--- config.mk ---
export PLATFORM = sky130hd
export DESIGN_NAME = rf_access_ctrl_flat
export DESIGN_NICKNAME = d
export VERILOG_FILES = /design/src/rtl/rf_access_ctrl_if.sv /design/src/rtl/rf_access_ctrl.sv /design/src/flat_wrapper.sv
export SDC_FILE = /design/constraint.sdc
export NUM_CORES = 1
export LEC_CHECK = 0
export CORE_ASPECT_RATIO = 0.5
export CORE_MARGIN = 2
export CORE_UTILIZATION = 42
export DETAILED_ROUTE_END_ITERATION = 6
export PLACE_DENSITY = 0.86
export SYNTH_ARGS = -nofsm -noshare
export SYNTH_HDL_FRONTEND = slang
export SYNTH_SLANG_ARGS = --single-unit
export TNS_END_PERCENT = 1
--- constraint.sdc ---
create_clock -name clk -period 1.65 [get_ports clk]
set_clock_uncertainty 0.1 [all_clocks]
set_input_delay 0.2475 -clock clk [delete_from_list [all_inputs] [get_ports clk]]
set_output_delay 0.2475 -clock clk [all_outputs]
set_load 0.02 [all_outputs]
--- src/rtl/rf_access_ctrl_if.sv ---
// Command, response and register-file port bundle for rf_access_ctrl.
interface rf_access_ctrl_if;
   logic       cmd_valid;
   logic       cmd_ready;
   logic [1:0] cmd_op;
   logic [2:0] cmd_addr_a;
   logic [2:0] cmd_addr_b;
   logic [7:0] cmd_data;
   logic       rsp_valid;
   logic       rsp_ready;
   logic [7:0] rsp_data1;
   logic [7:0] rsp_data2;
   logic       rf_write_en;
   logic [2:0] rf_write_add;
   logic [7:0] rf_write_data;
   logic [2:0] rf_read_add1;
   logic [2:0] rf_read_add2;
   logic [7:0] rf_read_data1;
   logic [7:0] rf_read_data2;

   modport slave (
      input  cmd_valid, cmd_op, cmd_addr_a, cmd_addr_b, cmd_data, rsp_ready,
             rf_read_data1, rf_read_data2,
      output cmd_ready, rsp_valid, rsp_data1, rsp_data2, rf_write_en, rf_write_add,
             rf_write_data, rf_read_add1, rf_read_add2
   );

   modport master (
      output cmd_valid, cmd_op, cmd_addr_a, cmd_addr_b, cmd_data, rsp_ready,
             rf_read_data1, rf_read_data2,
      input  cmd_ready, rsp_valid, rsp_data1, rsp_data2, rf_write_en, rf_write_add,
             rf_write_data, rf_read_add1, rf_read_add2
   );
endinterface

--- src/rtl/rf_access_ctrl.sv ---
// Sole master of an 8x8 register file: WRITE/READ/CLEAR/COPY in, one response beat out.
// rsp_valid after acceptance: WRITE/READ 2, COPY 3, CLEAR 9 cycles; holds in RESP while rsp_ready is low.
module rf_access_ctrl (
   input  logic            clk,
   input  logic            rst,
   rf_access_ctrl_if.slave bus
);
   typedef enum logic [2:0] {IDLE, WR, RD, CLR, CPW, RESP} state_t;

   localparam logic [1:0] OP_WRITE = 2'b00;
   localparam logic [1:0] OP_READ  = 2'b01;
   localparam logic [1:0] OP_CLEAR = 2'b10;
   localparam logic [1:0] OP_COPY  = 2'b11;

   state_t     state_q, state_d;
   logic [1:0] op_q, op_d;
   logic [2:0] addr_b_q, addr_b_d;
   logic [7:0] data_q, data_d;
   logic [2:0] cnt_q, cnt_d;
   logic       rf_write_en_q, rf_write_en_d;
   logic [2:0] rf_write_add_q, rf_write_add_d;
   logic [7:0] rf_write_data_q, rf_write_data_d;
   logic [2:0] rf_read_add1_q, rf_read_add1_d;
   logic [2:0] rf_read_add2_q, rf_read_add2_d;
   logic [7:0] rsp_data1_q, rsp_data1_d;
   logic [7:0] rsp_data2_q, rsp_data2_d;

   always_ff @(posedge clk or negedge rst) begin
      if (!rst) begin
         state_q         <= IDLE;
         op_q            <= '0;
         addr_b_q        <= '0;
         data_q          <= '0;
         cnt_q           <= '0;
         rf_write_en_q   <= 1'b0;
         rf_write_add_q  <= '0;
         rf_write_data_q <= '0;
         rf_read_add1_q  <= '0;
         rf_read_add2_q  <= '0;
         rsp_data1_q     <= '0;
         rsp_data2_q     <= '0;
      end else begin
         state_q         <= state_d;
         op_q            <= op_d;
         addr_b_q        <= addr_b_d;
         data_q          <= data_d;
         cnt_q           <= cnt_d;
         rf_write_en_q   <= rf_write_en_d;
         rf_write_add_q  <= rf_write_add_d;
         rf_write_data_q <= rf_write_data_d;
         rf_read_add1_q  <= rf_read_add1_d;
         rf_read_add2_q  <= rf_read_add2_d;
         rsp_data1_q     <= rsp_data1_d;
         rsp_data2_q     <= rsp_data2_d;
      end
   end

   // Port values are computed for the state being entered, so every rf_* output is a flop.
   always_comb begin
      state_d         = state_q;
      op_d            = op_q;
      addr_b_d        = addr_b_q;
      data_d          = data_q;
      cnt_d           = cnt_q;
      rf_write_en_d   = 1'b0;
      rf_write_add_d  = '0;
      rf_write_data_d = '0;
      rf_read_add1_d  = '0;
      rf_read_add2_d  = '0;
      rsp_data1_d     = '0;
      rsp_data2_d     = '0;
      unique case (state_q)
         IDLE: begin
            if (bus.cmd_valid) begin
               op_d     = bus.cmd_op;
               addr_b_d = bus.cmd_addr_b;
               data_d   = bus.cmd_data;
               case (bus.cmd_op)
                  OP_WRITE: begin
                     state_d         = WR;
                     rf_write_en_d   = 1'b1;
                     rf_write_add_d  = bus.cmd_addr_a;
                     rf_write_data_d = bus.cmd_data;
                  end
                  OP_READ: begin
                     state_d        = RD;
                     rf_read_add1_d = bus.cmd_addr_a;
                     rf_read_add2_d = bus.cmd_addr_b;
                  end
                  OP_CLEAR: begin
                     state_d       = CLR;
                     rf_write_en_d = 1'b1;
                     cnt_d         = '0;
                  end
                  default: begin
                     state_d        = RD;
                     rf_read_add1_d = bus.cmd_addr_a;
                  end
               endcase
            end
         end
         WR: begin
            state_d     = RESP;
            rsp_data1_d = data_q;
         end
         RD: begin
            if (op_q == OP_COPY) begin
               state_d         = CPW;
               rf_write_en_d   = 1'b1;
               rf_write_add_d  = addr_b_q;
               rf_write_data_d = bus.rf_read_data1;
            end else begin
               state_d     = RESP;
               rsp_data1_d = bus.rf_read_data1;
               rsp_data2_d = bus.rf_read_data2;
            end
         end
         CLR: begin
            cnt_d = cnt_q + 3'd1;
            if (cnt_q == 3'd7) begin
               state_d = RESP;
            end else begin
               rf_write_en_d  = 1'b1;
               rf_write_add_d = cnt_d;
            end
         end
         CPW: begin
            state_d     = RESP;
            rsp_data1_d = rf_write_data_q;
         end
         RESP: begin
            if (bus.rsp_ready) begin
               state_d = IDLE;
            end else begin
               rsp_data1_d = rsp_data1_q;
               rsp_data2_d = rsp_data2_q;
            end
         end
         default: state_d = IDLE;
      endcase
   end

   assign bus.cmd_ready     = (state_q == IDLE);
   assign bus.rsp_valid     = (state_q == RESP);
   assign bus.rsp_data1     = rsp_data1_q;
   assign bus.rsp_data2     = rsp_data2_q;
   assign bus.rf_write_en   = rf_write_en_q;
   assign bus.rf_write_add  = rf_write_add_q;
   assign bus.rf_write_data = rf_write_data_q;
   assign bus.rf_read_add1  = rf_read_add1_q;
   assign bus.rf_read_add2  = rf_read_add2_q;
endmodule

--- src/flat_wrapper.sv ---
// flat-port wrapper written by rule: the top's interface ports become plain ports
module rf_access_ctrl_flat 
  (clk, rst, bus_cmd_valid, bus_cmd_op, bus_cmd_addr_a, bus_cmd_addr_b, bus_cmd_data, bus_rsp_ready, bus_rf_read_data1, bus_rf_read_data2, bus_cmd_ready, bus_rsp_valid, bus_rsp_data1, bus_rsp_data2, bus_rf_write_en, bus_rf_write_add, bus_rf_write_data, bus_rf_read_add1, bus_rf_read_add2);
  rf_access_ctrl_if bus_i ();
  input  logic clk;
  input  logic rst;
  input wire logic [$bits(bus_i.cmd_valid)-1:0] bus_cmd_valid;
  input wire logic [$bits(bus_i.cmd_op)-1:0] bus_cmd_op;
  input wire logic [$bits(bus_i.cmd_addr_a)-1:0] bus_cmd_addr_a;
  input wire logic [$bits(bus_i.cmd_addr_b)-1:0] bus_cmd_addr_b;
  input wire logic [$bits(bus_i.cmd_data)-1:0] bus_cmd_data;
  input wire logic [$bits(bus_i.rsp_ready)-1:0] bus_rsp_ready;
  input wire logic [$bits(bus_i.rf_read_data1)-1:0] bus_rf_read_data1;
  input wire logic [$bits(bus_i.rf_read_data2)-1:0] bus_rf_read_data2;
  output wire logic [$bits(bus_i.cmd_ready)-1:0] bus_cmd_ready;
  output wire logic [$bits(bus_i.rsp_valid)-1:0] bus_rsp_valid;
  output wire logic [$bits(bus_i.rsp_data1)-1:0] bus_rsp_data1;
  output wire logic [$bits(bus_i.rsp_data2)-1:0] bus_rsp_data2;
  output wire logic [$bits(bus_i.rf_write_en)-1:0] bus_rf_write_en;
  output wire logic [$bits(bus_i.rf_write_add)-1:0] bus_rf_write_add;
  output wire logic [$bits(bus_i.rf_write_data)-1:0] bus_rf_write_data;
  output wire logic [$bits(bus_i.rf_read_add1)-1:0] bus_rf_read_add1;
  output wire logic [$bits(bus_i.rf_read_add2)-1:0] bus_rf_read_add2;
  assign bus_i.cmd_valid = bus_cmd_valid;
  assign bus_i.cmd_op = bus_cmd_op;
  assign bus_i.cmd_addr_a = bus_cmd_addr_a;
  assign bus_i.cmd_addr_b = bus_cmd_addr_b;
  assign bus_i.cmd_data = bus_cmd_data;
  assign bus_i.rsp_ready = bus_rsp_ready;
  assign bus_i.rf_read_data1 = bus_rf_read_data1;
  assign bus_i.rf_read_data2 = bus_rf_read_data2;
  assign bus_cmd_ready = bus_i.cmd_ready;
  assign bus_rsp_valid = bus_i.rsp_valid;
  assign bus_rsp_data1 = bus_i.rsp_data1;
  assign bus_rsp_data2 = bus_i.rsp_data2;
  assign bus_rf_write_en = bus_i.rf_write_en;
  assign bus_rf_write_add = bus_i.rf_write_add;
  assign bus_rf_write_data = bus_i.rf_write_data;
  assign bus_rf_read_add1 = bus_i.rf_read_add1;
  assign bus_rf_read_add2 = bus_i.rf_read_add2;
  rf_access_ctrl u_core (.clk(clk), .rst(rst), .bus(bus_i));
endmodule
Yosys cells after proc, flatten, opt, wreduce, memory -nomap -nowiden
Index checks and enable logic that the tools add are counted.
Word-level totals
  flip-flop bits (word level): 53
  input port bits: 36
  output and inout bits: 36
Cells by class
  $add $sub $neg: 1
  eq/ne operators: 13
  muxes and demuxes: 34
  reductions and logical operators: 8
Operators by type and width (number)
  8-bit 2-to-1 mux: 6
  3-bit 2-to-1 mux: 15
  8-bit one-hot mux with 2 select lines: 2
  8-bit one-hot mux with 4 select lines: 1
  3-bit one-hot mux with 5 select lines: 1
  3-bit == test, second input constant: 3
  3-bit one-hot mux with 3 select lines: 1
  3-bit by 2-bit == test with 1-bit output, second input constant: 2
  3-bit one-hot mux with 2 select lines: 1
  3-bit AND reduction: 2
  1-bit 2-to-1 mux: 5
  2-bit == test, second input constant: 2
  2-bit by 1-bit inequality test with 1-bit output, second input constant: 2
  2-bit inequality test, second input constant: 2
  2-bit one-hot mux with 2 select lines: 1
  2-bit OR reduction: 2
  3-bit by 1-bit adder with 3-bit output, second input constant: 1
  3-bit by 1-bit == test with 1-bit output, second input constant: 1
  3-bit zero test: 1
  1-bit one-hot mux with 3 select lines: 1
  2-bit by 1-bit == test with 1-bit output, second input constant: 1
  2-bit zero test: 1
  2-bit AND reduction: 1
  2-bit nonzero test: 1

Depth between registers and ports, before layout
  depth in word-level cells: 5
  gate-level depth with buffers: 6
  depth with buffers taken out: 4

Worst setup path before layout
OpenSTA, ideal clock, no wires.
  path kind: register to register
  start: register u_core.state_q[1]
  end: register u_core.rf_write_add_q[1] (netlist: u_core.bus.rf_write_add[1])
  arrival: 1.686 ns
  required time: 1.484 ns
  path slack: -0.202 ns
  stages on the path, launching flop included: 6
  buffers on the path: 2
  cells stage by stage: dfrtp_1 buf_6 nor3_1 and3b_1 buf_4 a221o_1
On the way
  word-level cells in the longest chain between the ends: 2
  elaborated cells on any way between the ends: 4
  those cells by class: 2 x eq/ne; 1 x mux; 1 x reduce/logical
Ends and longest elaborated chain
  start, declared: RTL line rf_access_ctrl.sv:15  | state_t state_q, state_d;
  start signal, assigned: RTL line rf_access_ctrl.sv:43  | state_q <= state_d;
  3-bit zero test
  via bus_cmd_ready: RTL line flat_wrapper.sv:15  | output wire logic [$bits(bus_i.cmd_ready)-1:0] bus_cmd_ready;
  3-bit one-hot mux with 3 select lines: RTL line rf_access_ctrl.sv:72  | unique case (state_q)
  via u_core.rf_write_add_d[1]: RTL line rf_access_ctrl.sv:21  | logic [2:0] rf_write_add_q, rf_write_add_d;
  end signal, assigned: RTL line rf_access_ctrl.sv:49  | rf_write_add_q <= rf_write_add_d;
  end, declared: RTL line rf_access_ctrl.sv:21
The timed path passes the listed nets, and every way through them passes these cells.
A chain may end at the register's enable or synchronous reset.

Worst setup path in the final report
  start: register u_core.state_q[1]
  end: register u_core.rf_write_data_q[6] (netlist: u_core.bus.rf_write_data[6])
On the way
  word-level cells in the longest chain between the ends: 2
  elaborated cells on any way between the ends: 3
  those cells by class: 1 x eq/ne; 1 x mux; 1 x reduce/logical
Ends and longest elaborated chain
  3-bit by 2-bit == test with 1-bit output or 3-bit zero test (tied branches): RTL line rf_access_ctrl.sv:72
  8-bit one-hot mux with 2 select lines (*): RTL line rf_access_ctrl.sv:72
  via u_core.rf_write_data_d[6]: RTL line rf_access_ctrl.sv:22  | logic [7:0] rf_write_data_q, rf_write_data_d;
  end signal, assigned: RTL line rf_access_ctrl.sv:50  | rf_write_data_q <= rf_write_data_d;
  end, declared: RTL line rf_access_ctrl.sv:22
The timed path passes the listed nets; every way through them passes the cells marked *.

==> results.tsv <==
stage	metric	value	unit
timing	setup_slack	-46.02	ps
power_and_ir_drop	pwr-share-seq	0.438	
power_and_ir_drop	p_leak	1.915	nW
floorplanning	die-area	6154	sq um
finish	nFillCells	374	
power_and_ir_drop	ir_drop	0.5944	mV
route	drcViolationCount	0	
timing	worst_pin_slew	413.5	ps
finish	syn2layout_area_growth	48.19	%
power_and_ir_drop	intPower	2.760	mW
synth	syn_inst	204	
finish	final_cell_mix	52 x dfrtp_1, 44 x clkdlybuf4s50_1, 39 x nand2_1	
global_route	overflow	0	
timing	relSlewSlack	0.7237	
place	globalplace.congestion	0.8862	
route	wire_per_inst	18.00	um
timing	period_needed	1696	ps
run	cap_violations	0	
synth	syn_nets	242	
synth	yosys_warnings	0	
route	detail-route-antenna-nets	0	
timing	hold_violations	0	
global_route	grt_start_max_net_pins	38	
global_route	grtUsageTotal	0.2126	
route	vias_per_cell	5.545	
critical_path	slowest_delay	470	ps
finish	final_common_cell	dfrtp_1	
route	drt_first_pass_iters	4	
critical_path	crit_path_cell_trace	buf_6 > or3b_4 > nor2_4 > buf_4 > a22o_1	
clocking	cts_buffer_depth	2	
power_and_ir_drop	power.total	4.237	mW
finish	layout.nets	329	
timing	fin_crit_sh	1.028	
power_and_ir_drop	power-per-cell-area	1236	nW/um^2
route	drt-initial-drc-count	214	
timing	rsz0062_at_grt	yes	
finish	regArea	1328	sq um
clocking	cts_root_buf	clkbuf_8	
power_and_ir_drop	p_sw	1.476	mW
outcome	status	finished, violations left	
finish	finish.utilization	0.6353	
clocking	cts_tree	done	
critical_path	cp-start-kind	flip-flop	
timing	slew_violations	0	
clocking	htreeDepth	2	
floorplanning	die_w	109.0	um
floorplanning	die-height	56.48	um
timing	worst_hold_slack	301.8	ps
critical_path	critPathArrivalTime	1850	ps
finish	n_antenna_cell	0	
clocking	clk-insertion-delay-late	310	ps
floorplanning	start_util	0.4287	
synth	synth_top_area_frac	0.5733	
worst_hold_path	hold_class	input port to async pin	
critical_path	cp.required	1800	ps
place	pre_cts_slack	-104.0	ps
power_and_ir_drop	switching_share	0.3485	
global_route	antenna_found_initial	0	
clocking	path_clk_slew	90	ps
floorplanning	rows	19	
synth	synth.distinct_cells	32	
clocking	numClockSinks	53	
critical_path	path_max_fanout	7	
route	postRouteWirelength	6.571	mm
critical_path	crit_type	flip-flop to flip-flop	
synth	yosysTopAreaCell	dfrtp_1	
synth	syn_area_per_cell	11.34	sq um
critical_path	cp_slowest_cell	dfrtp_1	
route	num_vias	2024	
critical_path	path_buf_inv	2	
place	post_dp_cell_area	3197	sq um
floorplanning	core	5396	sq um
critical_path	critPathTopFamily	simple AND/OR/NAND/NOR gates	
finish	multiInputGateArea	907.1	sq um
synth	netlist_area	2313	sq um
global_route	grt_pass1_wl	10.02	mm
global_route	grt_pass1_vias	2079	
power_and_ir_drop	p_clk_frac	0.187	
synth	ys_seq_area_frac	0.5733	
finish	final_area	3428	sq um
place	port_buffers	71	
place	dp_hpwl	4.286	mm
synth	synthTopCellsByArea	dfrtp_1 57%, nand2_1 7.1%, a22o_1 6.1%	
clocking	cts-buffers-inserted	5	
critical_path	endpoint_kind	flip-flop	
outcome	violations	setup timing	
synth	ys_ff_latch	53	
timing	max_freq	0.5896	GHz
floorplanning	io_pins	72	
timing	finalSetupViolations	26	
finish	drive_gt1_frac	0.1575	
power_and_ir_drop	combPwrFrac	0.375	
## area by class of cell
class,instances,area share
multi-input combinational,135,0.2646
clock inverter,1,0.001460
inverter,2,0.002190
clock buffer,7,0.02810
timing repair buffer,94,0.2898
sequential,53,0.3872
tap,73,0.02664
## cells by family after synthesis
| kind of cell | count (synthesis) | share of synthesized area |
|---|---|---|
| AOI/OAI and AO/OA | 46 | 0.1579 |
| adders and majority gates | 2 | 0.01081 |
| and+or+nand+nor | 87 | 0.2120 |
| DFF | 53 | 0.5733 |
| buffers and inverters | 16 | 0.04597 |
## final timing paths
kind                                               startpoint  slack (ps)  depth (start not counted)                               endpoint
worst max-delay path            u_core.state_q[1]$_DFFE_PN0P_         -50                          5  u_core.bus.rf_write_data[6]$_DFF_PN0_
worst min-delay path                                      rst         300                          2   u_core.bus.rf_read_add1[2]$_DFF_PN0_
worst max register to register  u_core.state_q[1]$_DFFE_PN0P_         -50                          5  u_core.bus.rf_write_data[6]$_DFF_PN0_
worst min register to register   u_core.data_q[3]$_DFFE_PN0P_         400                          2           u_core.data_q[3]$_DFFE_PN0P_
max in group asynchronous                                 rst         620                          3          u_core.state_q[0]$_DFFE_PN0P_
min in group clk                            bus_cmd_addr_b[2]         390                          3         u_core.addr_b_q[2]$_DFFE_PN0P_
## cell usage after synthesis (all sizes together)
| library cell | n |
|---|---|
| dfrtp | 53 |
| or3b | 1 |
| and3b | 3 |
| nand3b | 17 |
| o21ai | 4 |
| or3 | 1 |
| nor4b | 1 |
| buf | 10 |
| a21oi | 11 |
| nand2 | 44 |
| ha | 2 |
| nor3b | 4 |
| and2 | 1 |
| nor3 | 3 |
| a211oi | 1 |
| nor2 | 4 |
| a22o | 16 |
| and3 | 4 |
| nor2b | 3 |
| inv | 2 |
| a221o | 11 |
| or4b | 1 |
| clkbuf | 4 |
| a31oi | 1 |
| o21bai | 1 |
| a21o | 1 |
## registers in the layout, indices dropped and copies added, names as in the netlist, 8 cells and up
register and cells:
u_core.bus.rsp_data1 8, u_core.bus.rsp_data2 8, u_core.data_q 8, u_core.bus.rf_write_data 8
## routing by layer
metal  GRT usage  up-vias  wire [um]
met5           0        -          0
met4     0.07692        0        136
met2      0.3523       93       3283
met1      0.2768     1006       2633
li1            -      903          -
met3     0.04413       22        517
## per-stage QoR
step,cells,TNS [ps]
global route,365,-1864
global placement,353,-1097
finish,365,-435.3
CTS,363,-103.3
detailed placement,353,-1746
floorplan,204,-22.84
## power by group through the flow
stage	sequential (mW)	combinational, mW	clock (mW)
6_report	1.86	1.59	0.792
5_1_grt	1.89	1.73	0.876
4_1_cts	1.83	1.52	0.823
3_5_place_dp	1.85	1.49	0
3_3_place_gp	1.84	1.44	0
2_1_floorplan	1.94	0.765	0
## what timing repair did
item | 4_1_cts | 5_1_grt
hold buffers | 1 | 0
buffers inserted | 1 | 1
pin swaps | 1 | 26
resized for setup | 14 | 37
setup endpoints to repair | 33 | 63
hold endpoints to repair | 16 | 0
cloned | 0 | 1
No activity file was read; power rests on OpenSTA's default activity.
